## config.mk

```make
export PLATFORM = sky130hd
export DESIGN_NAME = conv_bitplane_driver
export DESIGN_NICKNAME = d
export VERILOG_FILES = /design/src/rtl/conv_bitplane_driver.sv
export SDC_FILE = /design/constraint.sdc
export NUM_CORES = 1
export LEC_CHECK = 0
export BUFFER_PORTS_ARGS = -buffer_cell sky130_fd_sc_hd__buf_2
export CORE_ASPECT_RATIO = 0.6
export CORE_UTILIZATION = 35
export DETAILED_ROUTE_END_ITERATION = 6
export HOLD_SLACK_MARGIN = 0.05
export MAX_ROUTING_LAYER = met4
export PLACE_DENSITY = 0.62
export SLEW_MARGIN = 10
export SYNTH_ARGS = -nofsm -noshare
export SYNTH_HDL_FRONTEND = slang
export SYNTH_SLANG_ARGS = --single-unit
```

## constraint.sdc

```tcl
create_clock -name clk -period 4.6 [get_ports clk]
set_clock_uncertainty 0.05 [all_clocks]
set_input_delay 0.46 -clock clk [delete_from_list [all_inputs] [get_ports clk]]
set_output_delay 0.46 -clock clk [all_outputs]
set_load 0.05 [all_outputs]
```

## src/rtl/conv_bitplane_driver.sv

```systemverilog
// Bit-serial driver for the 4-input distributed-arithmetic conv kernel: streams activation
// bit-planes LSB first and shift-accumulates kernel output. Define CONV_SIGNED_EN for two's complement.
module conv_bitplane_driver #(
  parameter int DATA_W = 8,
  parameter int KOUT_W = 12,
  parameter int ACC_W  = KOUT_W + DATA_W
) (
  input  logic                  clk,
  input  logic                  reset,
  input  logic                  in_valid,
  output logic                  in_ready,
  input  logic [4*DATA_W-1:0]   in_data,
  output logic [3:0]            kin,
  input  logic [KOUT_W-1:0]     kout,
  output logic                  out_valid,
  input  logic                  out_ready,
  output logic [ACC_W-1:0]      out_data,
  output logic                  busy
);

  localparam int BW = (DATA_W > 1) ? $clog2(DATA_W) : 1;

  localparam logic [1:0] IDLE  = 2'd0;
  localparam logic [1:0] SHIFT = 2'd1;
  localparam logic [1:0] DRAIN = 2'd2;
  localparam logic [1:0] HOLD  = 2'd3;

  localparam logic [BW-1:0] LAST_PLANE = BW'(DATA_W - 1);

  logic [1:0]            state;
  logic [4*DATA_W-1:0]   act;
  logic [BW-1:0]         b;
  logic [ACC_W-1:0]      acc;

  logic [BW-1:0]         d;
  logic                  acc_en;
  logic [ACC_W-1:0]      kout_ext;
  logic [ACC_W-1:0]      term;
  logic [ACC_W-1:0]      acc_next;

  assign in_ready  = (state == IDLE);
  assign out_valid = (state == HOLD);
  assign busy      = (state != IDLE);
  assign out_data  = acc;
  assign kout_ext  = ACC_W'(kout);

  // kout lags kin by one cycle, so the plane being absorbed is b-1 in SHIFT and the last plane in DRAIN.
  always_comb begin
    d      = (state == DRAIN) ? LAST_PLANE : b - 1'b1;
    acc_en = ((state == SHIFT) && (b != '0)) || (state == DRAIN);
    term   = kout_ext << d;
`ifdef CONV_SIGNED_EN
    acc_next = (d == LAST_PLANE) ? acc - term : acc + term;
`else
    acc_next = acc + term;
`endif
  end

  always_comb begin
    kin = '0;
    if (state == SHIFT) begin
      for (int unsigned k = 0; k < 4; k++) begin
        kin[k] = act[k*DATA_W + int'(b)];
      end
    end
  end

  always_ff @(posedge clk or posedge reset) begin
    if (reset) begin
      state <= IDLE;
      act   <= '0;
      b     <= '0;
      acc   <= '0;
    end else begin
      if (acc_en) acc <= acc_next;
      case (state)
        IDLE: begin
          if (in_valid) begin
            act   <= in_data;
            acc   <= '0;
            b     <= '0;
            state <= SHIFT;
          end
        end
        SHIFT: begin
          if (b == LAST_PLANE) begin
            b     <= '0;
            state <= DRAIN;
          end else begin
            b <= b + 1'b1;
          end
        end
        DRAIN: state <= HOLD;
        HOLD: begin
          if (out_ready) state <= IDLE;
        end
        default: state <= IDLE;
      endcase
    end
  end

endmodule

```

==> metrics.md, run 1 <==
| Metric | Value |
|---|---|
| Final Max Tran Viols | 0 |
| Post-Synth Adder-Cell Area | 9.25% |
| Initial antenna violation count | 0 |
| FMAX | 0.247 GHz |
| Layout area overhead | 19.8% |
| CTS tree | built |
| Die Wd | 140 um |
| Clock latency on the worst-skew pair | 0.33 ns |
| Synth Area in Compound Gates | 13.7% |
| Reg clk slew, reported paths | 0.06 ns |
| EDFF count, synth | 0 |
| Bufs on Longest Clock Path | 2 |
| Layout Cells excl Fill | 693 |
| Post-synthesis mux area share | 11.0% |
| Largest family of logic cells by synthesized area | simple AND/OR/NAND/NOR gates |
| Routability cong. | 0.910 |
| WL/cell | 15.6 um |
| Std-Cell Rows | 29 |
| Normalized max-slew margin | 28.3% |
| Number of synthesized register bits | 57 |
| Vias | 3591 |
| Syn Std Cell Area | 4000 um^2 |
| Critical path data arrival time | 4.17 ns |
| Final ANT Viol Nets | 0 |
| GRT overflow | 0 |
| Critical Path RT | 4.72 ns |
| Crit. End Element | flip-flop |
| Hold Crit Class | input port to flip-flop |
| Max-capacitance violation count | 0 |
| Max incr delay on CP | 0.60 ns |
| CP startpoint kind | flip-flop |
| Asr flop ratio synth | 100% |
| Xor/xnor cell area share of the yosys netlist | 2.62% |
| CP top delay family | compound AO/OA/AOI/OAI gates |
| DP HPWL | 7850 um |
| I/O Buffers | 74 |
| CTS Buf Count | 9 |
| Final Setup Violations | 0 |
| Placed cells | 677 |
| WP buf/inv | 1 |
| Final antenna diode count | 0 |
| Distinct cells, synth | 51 |
| Post-synth top area share | 35.6% |
| GRT Resource Usage Total | 20.1% |
| Period utilization | 88.0% |
| Post-synthesis simple-gate area fraction | 23.8% |
| Clock sinks | 57 |
| CP max FO | 15 |
| Mean Syn Cell Area | 8.31 um^2 |
| First-pass iteration count of the detailed router | 5 |
| Top-count cell post-synth | nand2_1 |
| Area contributors post-synth | dfrtp_1 (36%), nand2_1 (15%), ha_1 (8.8%) |
| Die area | 11900 um^2 |
| Worst Max-Slew Pin Slew | 1.08 ns |
| Critical path class | flip-flop to flip-flop |
| DRC errors left | 0 |
| Initial DRC Count | 342 |
| First-pass GRT wire length | 18000 um |
| Vias in the first global route | 3596 |
| Vias per cell | 5.18 |
| Most area-hungry cell type in the Yosys netlist | dfrtp_1 |
| Setup bufs post-CTS | 0 |
| CP cell instances | inv_1 > ha_1 > nand2b_1 > mux2i_1 > o21ai_0 > nand2_1 > o21ai_0 > ha_1 > a21oi_1 > nand2_1 > o21ai_0 > nand2_1 > a41oi_1 > xor2_1 > a21oi_1 |
| Core box area | 10800 um^2 |
| Final TNS setup | 0 ns |
| CTS H-tree lvls | 3 |
| Final hold violations | 0 |
| Post-CTS sizing | 0 |
| Pin count of the biggest net entering global routing | 58 |
| Status | complete, no violations |
| WL final | 10800 um |
| Sequential area share after synthesis | 35.6% |
| RSZ-0062 raised after global routing | no |
| Final #Nets | 626 |
| Final Critical Period | 4.05 ns |
| Boundary pin count | 75 |
| Die H | 84.8 um |
| # fillers | 1084 |
| CTS root buf | clkbuf_16 |
| Synth warn | 0 |
| Post-Synthesis Cells | 482 |
| Slowest cell on crit path | nand2b_1 |
| Synth Flop Type | dfrtp_1 |
| Post-synth net total | 559 |
| Top cells by count, synth | nand2_1 (157), dfrtp_1 (57), ha_1 (28) |
| Starting Density | 36.9% |
| Hold_buf cts | 0 |
| Layout cell share with drive strength beyond 1 | 20.8% |
-- logic make-up after synthesis --
family | count (synthesis)
mux | 34
xor+xnor | 12
flops | 57
simple gates | 227
fa+ha+maj | 29
buf+inv | 38
compound gates | 85
-- registers in the layout, indices dropped and copies added (netlist names) --
| register | count |
|---|---|
| act | 32 |
| state | 2 |
| b | 3 |
| out_data | 20 |
-- metal layers --
layer  track usage (%)  wire length, um  up-vias
met1              28.0             5550     1709
met2              29.0             4550       92
met3              4.68              617        6
li1                  -                -     1784
met4              5.39               70        0
met5                 -                0        -
-- stage by stage --
step / util, % / hold WS [ns] / instance area [um^2] / setup WS (ns)
floorplan: - / 0.390 / 4000 / 0.870
global placement: 41.4 / 0.404 / 4490 / 0.750
detailed placement: 41.4 / 0.413 / 4490 / 0.644
CTS: 44.2 / 0.263 / 4800 / 0.625
global route: 44.2 / 0.273 / 4800 / 0.113
finish: 44.2 / 0.271 / 4800 / 0.552
-- placed cells by master (no fill, tap or decap), drive strengths merged, types with 4 or more instances in the layout --
master / Yosys / layout
nand2: 157 / 157
buf: 9 / 81
dfrtp: 57 / 57
a21oi: 29 / 29
ha: 28 / 28
o21ai: 28 / 28
mux2i: 25 / 25
nor2: 23 / 23
inv: 13 / 13
nor3: 10 / 10
clkbuf: 16 / 10
nor2b: 9 / 9
nand3: 8 / 8
xnor2: 8 / 8
mux4: 8 / 8
nand2b: 7 / 7
and2: 6 / 6
a211oi: 6 / 6
xor2: 4 / 4
-- path summary, 6_finish.rpt --
kind	startpoint	cells after the start	endpoint	slack [ns]
min in group asynchronous	reset	3	act[9]	0.31
max in group asynchronous	reset	3	act[0]	3.70
min	in_data[15]	3	act[15]	0.27
min reg2reg	act[3]	2	act[3]	0.42
max reg2reg	state[0]	15	out_data[13]	0.55
max	state[0]	15	out_data[13]	0.55
-- final cells by class --
type	count	area [um^2]	share of cell area [%]
sequential	57	1430	29.7
clock inverter	6	67.6	1.41
tap	139	174	3.63
inverter	13	48.8	1.02
timing repair buffer	81	423	8.82
multi-input combinational	387	2420	50.4
clock buffer	10	239	4.98
-- worst reg2reg max path, stage by stage (launching register included) --
cell      delay, ns
dfrtp_1        0.40
inv_1          0.11
ha_1           0.33
nand2b_1       0.60
mux2i_1        0.32
o21ai_0        0.13
nand2_1        0.09
o21ai_0        0.09
ha_1           0.36
a21oi_1        0.20
nand2_1        0.10
o21ai_0        0.32
nand2_1        0.24
a41oi_1        0.31
xor2_1         0.17
a21oi_1        0.08
Power of run 1 is left out: the tool's default activity adds up to more than one toggle a clock period on the data nets, which glitch-free logic cannot reach.
==> run 2: changes to the inputs <==
- ABC_AREA: unset -> 1
- PLACE_DENSITY: 0.62 -> 0.61
==> run 2 against run 1 <==
  * Routed wire length grew 15%
  * Sequential cell count is the same
  * Non-clock buffer count shrank 4
  * Die area grew 9.1%
  * Synthesized cell count grew 39%
  * Critical path type unchanged
  * Design area grew 7.6%
  * Global-route usage grew 0.59 points
  * Maximum frequency shrank 2.1%
  * First-iteration DRC count grew 8.5%
==> metrics.md, run 2 <==
| Metric | Value |
|---|---|
| Status | complete, no violations |
| Final TNS setup | 0 ns |
| Post-CTS sizing | 0 |
| CP max FO | 22 |
| Worst Max-Slew Pin Slew | 0.866 ns |
| Xor/xnor cell area share of the yosys netlist | 0.400% |
| WL final | 12400 um |
| Post-synth net total | 745 |
| Setup bufs post-CTS | 0 |
| I/O Buffers | 74 |
| Final antenna diode count | 0 |
| Core box area | 12100 um^2 |
| Vias per cell | 4.88 |
| Normalized max-slew margin | 41.9% |
| Worst R2R End | out_data[14] |
| Post-Synthesis Cells | 668 |
| Layout cell share with drive strength beyond 1 | 16.8% |
| First-pass GRT wire length | 20200 um |
| WL/cell | 13.7 um |
| Max-capacitance violation count | 0 |
| Clock latency on the worst-skew pair | 0.33 ns |
| CTS H-tree lvls | 3 |
| Max FFs per register | 32 |
| Hold path depth | 3 |
| Critical Path RT | 4.78 ns |
| Clock sinks | 57 |
| CTS tree | built |
| Syn Std Cell Area | 4370 um^2 |
| GRT overflow | 0 |
| Die area | 13000 um^2 |
| Top-count cell post-synth | nand2_1 |
| Final ANT Viol Nets | 0 |
| Layout area overhead | 18.0% |
| Std-Cell Rows | 31 |
| Period utilization | 89.9% |
| Worst r2r path cells | 18 |
| Final hold slack | 0.267 ns |
| Hold Crit Class | input port to flip-flop |
| Post-synthesis simple-gate area fraction | 33.5% |
| Top cells by count, synth | nand2_1 (222), inv_1 (88), o21ai_0 (61) |
| Pin count of the biggest net entering global routing | 58 |
| EDFF count, synth | 0 |
| Synth Flop Type | dfrtp_1 |
| CTS root buf | clkbuf_16 |
| DRC errors left | 0 |
| Sequential area share after synthesis | 32.6% |
| FMAX | 0.242 GHz |
| Post-synthesis mux area share | 0.686% |
| Largest family of logic cells by synthesized area | simple AND/OR/NAND/NOR gates |
| Reg clk slew, reported paths | 0.06 ns |
| Starting Density | 36.1% |
| GRT Resource Usage Total | 20.7% |
| Bufs on Longest Clock Path | 2 |
| Hold EP | act[18] |
| CP startpoint kind | flip-flop |
| Critical path data arrival time | 4.31 ns |
| CTS Buf Count | 9 |
| Die Wd | 146 um |
| Synth Area in Compound Gates | 13.5% |
| Vias | 4411 |
| Mean Syn Cell Area | 6.55 um^2 |
| Die H | 88.6 um |
| Hold_buf cts | 0 |
| Final #Nets | 811 |
| Initial DRC Count | 371 |
| Number of synthesized register bits | 57 |
| First-pass iteration count of the detailed router | 5 |
| Final Setup Violations | 0 |
| Synth warn | 0 |
| RSZ-0062 raised after global routing | no |
| Most frequent cells in the layout | nand2_1 (222), inv_1 (87), buf_2 (74), o21ai_0 (61), dfrtp_1 (57) |
| Post-synth top area share | 32.6% |
| Most area-hungry cell type in the Yosys netlist | dfrtp_1 |
| Final hold violations | 0 |
| Post-Synth Adder-Cell Area | 8.47% |
| Hold_sp | in_data[18] |
| Vias in the first global route | 3946 |
| DP HPWL | 9340 um |
| R2r setup slk | 0.47 ns |
| Asr flop ratio synth | 100% |
| # fillers | 1292 |
| Routability cong. | 0.910 |
| RR Startpoint | b[0] |
| Commonest non-fill, non-tap cell in the layout | nand2_1 |
| Boundary pin count | 75 |
| Final Max Tran Viols | 0 |
| Distinct cells, synth | 35 |
| Critical path class | flip-flop to flip-flop |
| Area contributors post-synth | dfrtp_1 (33%), nand2_1 (19%), ha_1 (8.0%) |
| Final Critical Period | 4.13 ns |
| Initial antenna violation count | 0 |
| Biggest register | act |
| Crit. End Element | flip-flop |
run 2: cell types whose count changed after synthesis, moves of 11 or more:
| cell | previous run | this run |
|---|---|---|
| a21oi_1 | 27 | 15 |
| inv_1 | 13 | 88 |
| mux2i_1 | 25 | 3 |
| nand2_1 | 157 | 222 |
| nand2_2 | 0 | 11 |
| nand3_1 | 8 | 43 |
| nor2_1 | 23 | 53 |
| o21ai_0 | 25 | 61 |
| o21ai_1 | 2 | 13 |
run 2: worst max-delay path by stage:
stage | depth (start not counted) | to | startpoint
after floorplan | 19 | out_data[13] | b[0]
after global placement | 18 | out_data[14] | b[0]
after detailed placement | 18 | out_data[14] | b[0]
after CTS | 18 | out_data[14] | b[0]
after global routing | 18 | out_data[14] | b[0]
final | 18 | out_data[14] | b[0]
run 2: area by class of cell:
type	count	area, um^2	share of cell area, %
clock buffer	10	239	4.63
clock inverter	6	67.6	1.31
inverter	95	357	6.91
multi-input combinational	494	2470	47.9
sequential	57	1430	27.6
tap	165	206	4.00
timing repair buffer	77	393	7.61
run 2: metrics by stage:
| step | util, % | setup WS, ns | std cells | cell area, um^2 |
|---|---|---|---|---|
| floorplan | - | 1.74 | 668 | 4370 |
| global placement | 40.1 | 0.587 | 888 | 4860 |
| detailed placement | 40.1 | 0.564 | 888 | 4860 |
| CTS | 42.7 | 0.546 | 904 | 5160 |
| global route | 42.7 | 0.223 | 904 | 5160 |
| finish | 42.7 | 0.466 | 904 | 5160 |
run 2: logic make-up (layout without fill, tap and decap cells):
family / after synthesis / in the layout
multiplexers: 3 / 3
AO/OA/AOI/OAI: 109 / 109
buffers and inverters: 117 / 188
XOR/XNOR: 2 / 2
flip-flops: 57 / 57
adder cells (fa/ha/maj): 29 / 29
AND/OR/NAND/NOR: 351 / 351
run 2: critical path, cell delays in order (launching register included):
cell     delay [ns]
dfrtp_1        0.75
inv_1          0.45
ha_1           0.43
inv_1          0.04
nor2_1         0.15
buf_4          0.26
mux2i_1        0.30
mux2i_1        0.14
ha_1           0.37
nand2_1        0.20
inv_1          0.06
a21oi_1        0.20
nand3_2        0.21
nand2_1        0.13
nand2_1        0.05
nand2_1        0.05
nand3_1        0.06
nand2_1        0.09
inv_1          0.04
run 2: routing by layer:
| layer | vias up | part of all wire [%] | routed length [um] | global-route usage [%] |
|---|---|---|---|---|
| met3 | 12 | 5.2 | 645 | 4.12 |
| li1 | 2258 | - | - | - |
| met1 | 2001 | 56 | 6980 | 31.8 |
| met4 | 0 | 0.95 | 118 | 4.83 |
| met2 | 140 | 38 | 4690 | 26.6 |
| met5 | - | 0 | 0 | - |
Power of run 2 is left out for the same reason.
